<file path="config.mk">
export PLATFORM = sky130hd
export DESIGN_NAME = cube_edge_sequencer_flat
export DESIGN_NICKNAME = d
export VERILOG_FILES = /design/src/rtl/cube_edge_sequencer_pkg.sv /design/src/rtl/cube_edge_sequencer_if.sv /design/src/rtl/cube_edge_sequencer_vertex_mux.sv /design/src/rtl/cube_edge_sequencer.sv /design/src/flat_wrapper.sv
export SDC_FILE = /design/constraint.sdc
export NUM_CORES = 1
export LEC_CHECK = 0
export CAP_MARGIN = 15
export CELL_PAD_IN_SITES_DETAIL_PLACEMENT = 1
export CELL_PAD_IN_SITES_GLOBAL_PLACEMENT = 1
export CORE_MARGIN = 2
export CORE_UTILIZATION = 33
export CTS_CLUSTER_SIZE = 25
export DETAILED_ROUTE_END_ITERATION = 10
export PLACE_DENSITY_LB_ADDON = 0.1
export REMOVE_ABC_BUFFERS = 1
export SLEW_MARGIN = 20
export SYNTH_ARGS = -nofsm -noshare
export SYNTH_HDL_FRONTEND = slang
export SYNTH_HIERARCHICAL = 1
export SYNTH_SLANG_ARGS = --single-unit
</file>
<file path="constraint.sdc">
create_clock -name clk -period 10.1 [get_ports clk]
set_input_delay 2.02 -clock clk [delete_from_list [all_inputs] [get_ports clk]]
set_output_delay 2.02 -clock clk [all_outputs]
set_load 0.01 [all_outputs]
</file>
<file path="src/rtl/cube_edge_sequencer_pkg.sv">
// Shared types and the fixed cube edge topology for the wireframe edge sequencer.
// Vertex index bits are {z,y,x}; each edge is the pair (EDGE_A[i], EDGE_B[i]).
package cube_seq_pkg;

  typedef enum logic [2:0] {
    IDLE,
    LOAD,
    START,
    WAIT,
    GAP,
    FINISH
  } seq_state_t;

  localparam int NUM_EDGES = 12;

  localparam logic [2:0] EDGE_A [NUM_EDGES] = '{
    3'd0, 3'd1, 3'd3, 3'd2, 3'd4, 3'd5, 3'd7, 3'd6, 3'd0, 3'd1, 3'd2, 3'd3
  };
  localparam logic [2:0] EDGE_B [NUM_EDGES] = '{
    3'd1, 3'd3, 3'd2, 3'd0, 3'd5, 3'd7, 3'd6, 3'd4, 3'd4, 3'd5, 3'd6, 3'd7
  };

  // Out-of-range edge numbers fall back to vertex 0 so the lookup is total.
  function automatic logic [2:0] edge_vertex(input logic [3:0] idx, input logic second);
    if (idx >= 4'(NUM_EDGES)) return 3'd0;
    return second ? EDGE_B[idx] : EDGE_A[idx];
  endfunction

endpackage

</file>
<file path="src/rtl/cube_edge_sequencer_if.sv">
// Start/done handshake plus edge endpoints between the edge sequencer and the line drawer.
interface cube_edge_sequencer_if #(
  parameter int XW = 11,
  parameter int YW = 10
);
  logic          line_start;
  logic          line_done;
  logic [XW-1:0] line_x0;
  logic [YW-1:0] line_y0;
  logic [XW-1:0] line_x1;
  logic [YW-1:0] line_y1;

  modport master (
    output line_start, line_x0, line_y0, line_x1, line_y1,
    input  line_done
  );

  modport slave (
    input  line_start, line_x0, line_y0, line_x1, line_y1,
    output line_done
  );
endinterface

</file>
<file path="src/rtl/cube_edge_sequencer_vertex_mux.sv">
// Combinational pick of one edge's two endpoint coordinates from the latched vertex set.
module cube_vertex_mux
  import cube_seq_pkg::*;
#(
  parameter int XW = 11,
  parameter int YW = 10
) (
  input  logic [8*XW-1:0] vx,
  input  logic [8*YW-1:0] vy,
  input  logic [3:0]      edge_idx,
  output logic [XW-1:0]   x0,
  output logic [YW-1:0]   y0,
  output logic [XW-1:0]   x1,
  output logic [YW-1:0]   y1
);
  logic [2:0] va;
  logic [2:0] vb;

  assign va = edge_vertex(edge_idx, 1'b0);
  assign vb = edge_vertex(edge_idx, 1'b1);

  assign x0 = vx[int'(va)*XW +: XW];
  assign y0 = vy[int'(va)*YW +: YW];
  assign x1 = vx[int'(vb)*XW +: XW];
  assign y1 = vy[int'(vb)*YW +: YW];
endmodule

</file>
<file path="src/rtl/cube_edge_sequencer.sv">
// Walks the 12 cube edges, handing each endpoint pair to the line drawer via start/done.
// Optional per-edge watchdog enabled by defining CUBE_SEQ_WATCHDOG_EN.
module cube_edge_sequencer
  import cube_seq_pkg::*;
#(
  parameter int XW        = 11,
  parameter int YW        = 10,
  parameter int WD_CYCLES = 4096
) (
  input  logic                  clk,
  input  logic                  reset,
  input  logic                  frame_start,
  input  logic [8*XW-1:0]       vx,
  input  logic [8*YW-1:0]       vy,
  cube_edge_sequencer_if.master line_if,
  output logic [3:0]            edge_idx,
  output logic                  frame_busy,
  output logic                  frame_done,
  output logic                  err_timeout
);
  localparam logic [3:0] LAST_EDGE = 4'(NUM_EDGES - 1);

  seq_state_t      state, state_nxt;
  logic [8*XW-1:0] vx_q;
  logic [8*YW-1:0] vy_q;
  logic [3:0]      edge_q;
  logic [XW-1:0]   mux_x0, mux_x1;
  logic [YW-1:0]   mux_y0, mux_y1;
  logic            latch, load, advance, wd_expire;
  logic            start_c, busy_c, done_c;

  if (WD_CYCLES < 2) begin : g_wd_range
    $error("cube_edge_sequencer: WD_CYCLES must be at least 2");
  end

  cube_vertex_mux #(.XW(XW), .YW(YW)) u_mux (
    .vx       (vx_q),
    .vy       (vy_q),
    .edge_idx (edge_q),
    .x0       (mux_x0),
    .y0       (mux_y0),
    .x1       (mux_x1),
    .y1       (mux_y1)
  );

  always_ff @(posedge clk or posedge reset) begin
    if (reset) state <= IDLE;
    else       state <= state_nxt;
  end

  // GAP insists on seeing done low so a level-style done cannot retrigger the next edge.
  always_comb begin
    state_nxt = state;
    latch     = 1'b0;
    load      = 1'b0;
    advance   = 1'b0;
    start_c   = 1'b0;
    busy_c    = 1'b0;
    done_c    = 1'b0;
    case (state)
      IDLE: begin
        if (frame_start) begin
          latch     = 1'b1;
          state_nxt = LOAD;
        end
      end
      LOAD: begin
        busy_c    = 1'b1;
        load      = 1'b1;
        state_nxt = START;
      end
      START: begin
        busy_c    = 1'b1;
        state_nxt = WAIT;
      end
      WAIT: begin
        busy_c  = 1'b1;
        start_c = 1'b1;
        if (line_if.line_done || wd_expire) state_nxt = GAP;
      end
      GAP: begin
        busy_c = 1'b1;
        if (!line_if.line_done) begin
          if (edge_q == LAST_EDGE) begin
            state_nxt = FINISH;
          end else begin
            advance   = 1'b1;
            state_nxt = LOAD;
          end
        end
      end
      FINISH: begin
        done_c    = 1'b1;
        state_nxt = IDLE;
      end
      default: state_nxt = IDLE;
    endcase
  end

  assign line_if.line_start = start_c;
  assign frame_busy         = busy_c;
  assign frame_done         = done_c;
  assign edge_idx           = edge_q;

  always_ff @(posedge clk or posedge reset) begin
    if (reset) begin
      vx_q            <= '0;
      vy_q            <= '0;
      edge_q          <= '0;
      line_if.line_x0 <= '0;
      line_if.line_y0 <= '0;
      line_if.line_x1 <= '0;
      line_if.line_y1 <= '0;
    end else begin
      if (latch) begin
        vx_q   <= vx;
        vy_q   <= vy;
        edge_q <= '0;
      end
      if (advance) edge_q <= edge_q + 4'd1;
      if (load) begin
        line_if.line_x0 <= mux_x0;
        line_if.line_y0 <= mux_y0;
        line_if.line_x1 <= mux_x1;
        line_if.line_y1 <= mux_y1;
      end
    end
  end

`ifdef CUBE_SEQ_WATCHDOG_EN
  localparam int WDW = $clog2(WD_CYCLES) + 1;

  logic [WDW-1:0] wd_cnt;
  logic           err_q;

  assign wd_expire   = (state == WAIT) && !line_if.line_done && (wd_cnt == WDW'(WD_CYCLES - 1));
  assign err_timeout = err_q;

  // Counter restarts each START so every edge gets a full WD_CYCLES of WAIT time.
  always_ff @(posedge clk or posedge reset) begin
    if (reset) begin
      wd_cnt <= '0;
      err_q  <= 1'b0;
    end else begin
      if (state == START)     wd_cnt <= '0;
      else if (state == WAIT) wd_cnt <= wd_cnt + 1'b1;
      if (wd_expire) err_q <= 1'b1;
    end
  end
`else
  assign wd_expire   = 1'b0;
  assign err_timeout = 1'b0;
`endif

endmodule

</file>
<file path="src/flat_wrapper.sv">
// flat-port wrapper written by rule: the top's interface ports become plain ports
module cube_edge_sequencer_flat import cube_seq_pkg::*;
#(
  parameter int XW        = 11,
  parameter int YW        = 10,
  parameter int WD_CYCLES = 4096
)
  (clk, reset, frame_start, vx, vy, edge_idx, frame_busy, frame_done, err_timeout, line_if_line_start, line_if_line_x0, line_if_line_y0, line_if_line_x1, line_if_line_y1, line_if_line_done);
  cube_edge_sequencer_if #(.XW(XW), .YW(YW)) line_if_i ();
  input  logic clk;
  input  logic reset;
  input  logic frame_start;
  input  logic [8*XW-1:0] vx;
  input  logic [8*YW-1:0] vy;
  output logic [3:0] edge_idx;
  output logic frame_busy;
  output logic frame_done;
  output logic err_timeout;
  output wire logic [$bits(line_if_i.line_start)-1:0] line_if_line_start;
  output wire logic [$bits(line_if_i.line_x0)-1:0] line_if_line_x0;
  output wire logic [$bits(line_if_i.line_y0)-1:0] line_if_line_y0;
  output wire logic [$bits(line_if_i.line_x1)-1:0] line_if_line_x1;
  output wire logic [$bits(line_if_i.line_y1)-1:0] line_if_line_y1;
  input wire logic [$bits(line_if_i.line_done)-1:0] line_if_line_done;
  assign line_if_line_start = line_if_i.line_start;
  assign line_if_line_x0 = line_if_i.line_x0;
  assign line_if_line_y0 = line_if_i.line_y0;
  assign line_if_line_x1 = line_if_i.line_x1;
  assign line_if_line_y1 = line_if_i.line_y1;
  assign line_if_i.line_done = line_if_line_done;
  cube_edge_sequencer #(.XW(XW), .YW(YW), .WD_CYCLES(WD_CYCLES)) u_core (.clk(clk), .reset(reset), .frame_start(frame_start), .vx(vx), .vy(vy), .line_if(line_if_i), .edge_idx(edge_idx), .frame_busy(frame_busy), .frame_done(frame_done), .err_timeout(err_timeout));
endmodule
</file>
==> Word level (Yosys, flattened, before mapping) <==
Memory sizes are Yosys's and may differ from the RTL's.
Index checks and enable logic that the tools add are counted.
{ "totals": {"regBits": 217, "mem_bits_ro": 96, "input_bits": 172, "output_inout_bits": 50, "word_cells": 59, "memories": 2} }
{ "classes": {"n_addsub": 1, "mul": 4, "n_lt_le_gt_ge": 2, "n_eq_ne": 9, "n_shift": 4, "mux": 24, "bitwise": 1, "n_reduce_logical": 4} }
{ "mem_list": {"columns": ["memory", "words", "width", "read_ports", "rd_ports_with_merged_regs", "write_ports", "line", "text"], "rows": [
  ["(name not given)", 16, 3, 1, 0, 0, "cube_edge_sequencer_pkg.sv:26", "return second ? EDGE_B[idx] : EDGE_A[idx];"],
  ["(name not given)", 16, 3, 1, 0, 0, "cube_edge_sequencer_pkg.sv:26", null]
]} }
{ "op_table": {"columns": ["operator", "count"], "rows": [
  ["$shiftx 88x8->11", 2],
  ["$shiftx 80x8->10", 2],
  ["$mux 3", 11],
  ["$pmux 3 s5", 1],
  ["$mul 3x4->7 const B", 2],
  ["$mul 3x3->6 const B", 2],
  ["$mux 1", 10],
  ["$mux 4", 2],
  ["$eq 3x2->1 const B", 2],
  ["$eq 3x3->1 const B", 2],
  ["$ne 2x2->1 const B", 3],
  ["$ge 5x5->1 const B", 1],
  ["$not 4->5", 1],
  ["$add 4x1->4 const B", 1],
  ["$eq 4x4->1 const B", 1],
  ["$ge 4x4->1 const B", 1],
  ["$reduce_or 4->1", 1],
  ["$eq 3x1->1 const B", 1],
  ["$logic_not 3->1", 1],
  ["$reduce_and 3->1", 1],
  ["$reduce_bool 2->1", 1]
]} }

==> Longest topological paths before layout <==
{ "depth": {"ltp_word": 7, "mapped_depth": 9, "mapped_depth_nobuf": 7} }

==> By module <==
The synthesis kept the hierarchy.
{ "modules_own_cells": {"columns": ["mod", "instances", "cells_each", "area_each_um2", "seq_area_each_um2"], "rows": [
  ["cube_edge_sequencer", 1, 487, 8225.4, 5430.2],
  ["cube_vertex_mux", 1, 525, 3448.3, 0.0]
]} }

==> Worst setup path before layout <==
Ideal clock, no wire load.
{ "synth_path": {"kind": "input -> register", "from": "input port frame_start", "to": "register u_core.vx_q[10]", "setup_ps": 125, "arrival_ps": 2956, "t_required_ps": 9975, "setup_slack_ps": 7020, "cell_stages": 5, "n_path_buf": 3, "cell_sequence": "nor4b_2 -> buf_4 -> buf_6 -> buf_6 -> mux2_2"} }
{ "synth_via": {"elab_chain_len": 2} }
{ "synth_rtl": {"columns": ["element", "line", "text"], "rows": [
  ["from (decl)", "flat_wrapper.sv:12", "input logic frame_start;"],
  ["$mux 1", "cube_edge_sequencer.sv:62", "if (frame_start) begin"],
  ["$mux 1", "cube_edge_sequencer.sv:60", "case (state)"],
  ["to (signal assigned)", "cube_edge_sequencer.sv:116", "vx_q <= vx;"],
  ["to (decl)", "cube_edge_sequencer.sv:24", "logic [8*XW-1:0] vx_q;"]
]} }
No other way between the ends.
A chain may end at the register's enable or synchronous reset.

==> Final worst setup path <==
{ "layout_path": {"from": "register u_core.edge_q[3], in the netlist u_core/edge_idx[3]", "to": "output port edge_idx[3]"} }
{ "layout_lines": {"columns": ["element", "line", "text"], "rows": [
  ["from (decl)", "cube_edge_sequencer.sv:26", "logic [3:0] edge_q;"],
  ["from (signal assigned)", "cube_edge_sequencer.sv:120", "if (advance) edge_q <= edge_q + 4'd1;"],
  ["to (decl)", "flat_wrapper.sv:15", "output logic [3:0] edge_idx;"]
]} }
No word-level cell between the ends.

==> reports/metrics.cfg <==
[status]
outcome=complete, no violations

[route]
dr.first_iter.drc_count=510
routedLengthMet1_um=17900
wl_per_cell_um=23.7
antenna_left=0
dr_total_vias=9452
wl_met2_um=18200
vias_per_cell=5.71
top_layer=met4
wl_met3_um=2270
drc=0
drt_wl_total_um=39100
drt_first_pass_iters=5

[clocking]
path_clk_slew_ns=0.06
clock_sinks=217
postCtsHoldBufs=0
cts_tree=built
cts_resized=0
ctsLongestPathBuffers=3
insertion_delay_ns=0.53
h-tree-depth=1
post_cts_buffers=0
numCtsBuffers=26
cts_root_buffer=clkbuf_16

[sta]
fin_crit_ns=4.11
rsz0062_at_grt=no
fin_crit_sh_pct=40.6
slew_viol_final=0
timing.max_slew.rel_slack_pct=23.6
fmax_mhz=244
worst_slew_pin_slew_ns=1.15
final.setup_skew_ns=0.00693
hold_viol=0
setup_viol=0

[floorplanning]
core_area_um2=34700
start_util_pct=33.6
rows=68
die_w_um=192
io_pins=222
die_y_um=192
die-area_um2=36900

[yosys]
synth_edf_count=0
yosys_warnings=6
netlist_instances=1012
synth_cell_types=43
yosys-top-cells-area=dfrtp_1 (47%), mux2_2 (20%), a221oi_1 (9.2%), nand2_1 (4.9%), mux2i_1 (3.6%)
avgSynthCellArea_um2=11.5
yosysSeqAreaShare_pct=46.5
synthDominantCellAreaShare_pct=46.5
async_reset_ff_share_pct=100
yosys.area.top_type=dfrtp_1
synth_ff_type=dfrtp_1
synth_area_um2=11700
ys_ff_latch=217

[pwr]
p_leak_uw=0.00572
pwr_density_cell_nw_per_um2=292
power.total_uw=4400
irDropWorstVdd_mv=0.309

[setup_path]
path_max_fanout=13
crit_type=flop to output pin
critPathLaunchType=flop
endpoint_kind=output pin
cpPeakStageDelay_ns=0.87
cp_data_required_time_ns=8.08
critPathBufInv=1
cp_data_arrival_time_ns=2.09
path_cells=clkdlybuf4s50_1
path_delay_family=flip-flops
cp_slowest_cell=dfrtp_1

[finish]
fin_util_pct=43.3
drive_gt1_share_pct=26.3
fin_nets=1359
synthToLayoutAreaGrowth_pct=28.9

[global_routing]
grt_usage_pct=21.2
grt_pass1_vias=9766
grt_max_degree=173
antenna_found_initial=2
grt-ovfl-total=0
grt_pass1_wl_um=59900

[job]
cap_viol_max_count=0

[hold_path]
hold_class=flop to flop

[placed_design]
hpwl_um=23500
place.gp.congestion=0.748
io_buffer_count=220

## power by group
| group | switching, µW | internal (µW) | total [µW] |
|---|---|---|---|
| Combinational | 737 | 994 | 1730 |
| Sequential | 443 | 1310 | 1760 |
| Clock | 368 | 544 | 911 |
## cells in the mapped netlist, drive strengths merged, types with 2 or more instances
library cell / count
a221oi: 123
buf: 47
nand2b: 3
inv: 4
a21oi: 5
a22oi: 21
nor4b: 3
xor2: 2
dfrtp: 217
mux2i: 42
nor2b: 4
nor3: 2
a31o: 41
ha: 3
nand2: 152
clkbuf: 46
nor2: 24
o21a: 21
mux2: 213
a32oi: 21
nor3b: 3
## cells by family after synthesis
family | synth area share, %
mux | 24.1
compound gates | 17.4
flops | 46.5
simple gates | 7.20
buf+inv | 4.08
fa+ha+maj | 0.322
xor+xnor | 0.289
other cells | 0.0321
## cells in the final DEF (no fill, tap or decap), types with 5 or more instances in the layout
cell	n
nor2_1	24
mux2_2	210
dfrtp_1	216
clkbuf_1	7
clkbuf_16	27
o21a_1	21
clkdlybuf4s50_1	220
mux2i_1	42
clkbuf_8	5
a21oi_1	5
a32oi_1	21
nand2_1	152
buf_4	16
a31o_2	38
a221oi_1	123
a22oi_1	21
## state kept, by name (all words and copies together), names as in the netlist
signal and count:
u_core/line_if.line_y0 10, u_core/vx_q 88, u_core/line_if.line_x1 11, u_core/line_if.line_x0 11, u_core/edge_idx 4, u_core/state 3
u_core/line_if.line_y1 10, u_core/vy_q 80
## worst paths after layout
kind	start	endpoint	slack, ns	depth (start not counted)
setup / recovery	u_core/edge_idx[3]	edge_idx[3]	5.99	1
hold / removal	u_core/line_if.line_x0[3]	u_core/line_if.line_x0[3]	0.48	1
setup reg to reg	u_core/edge_idx[3]	u_core/line_if.line_y0[8]	6.47	8
hold reg to reg	u_core/line_if.line_x0[3]	u_core/line_if.line_x0[3]	0.48	1
max in group asynchronous	reset	u_core/edge_idx[0]	6.70	3
min in group asynchronous	reset	u_core/vy_q[72]	2.03	2
## routing by layer
| layer | up-vias | track usage, % |
|---|---|---|
| li1 | 4219 | - |
| met1 | 4846 | 30.1 |
| met2 | 341 | 34.7 |
| met3 | 46 | 2.39 |
| met4 | 0 | 5.05 |
| met5 | - | 0 |
## stage by stage
step,hold slack (ns),TNS (ns),setup slack [ns],cell area (µm²),std cells
floorplan,0.498,-398.52,-2.33,11200,919
global placement,0.471,0,5.98,14200,1611
detailed placement,0.475,0,5.90,14200,1611
CTS,0.489,0,5.94,15000,1652
global route,0.498,0,5.93,15000,1654
finish,0.482,0,5.99,15000,1654
## cell type report
cell class	count	area [µm²]
clock inverters	2	35.0
inverters	4	22.5
well taps	455	569
multi-input cells	698	5860
diodes	2	5.00
flip-flops and latches	217	5430
fillers	3729	19700
clock buffers	39	771
repair buffers	237	2340
No activity file was read; power rests on OpenSTA's default activity.
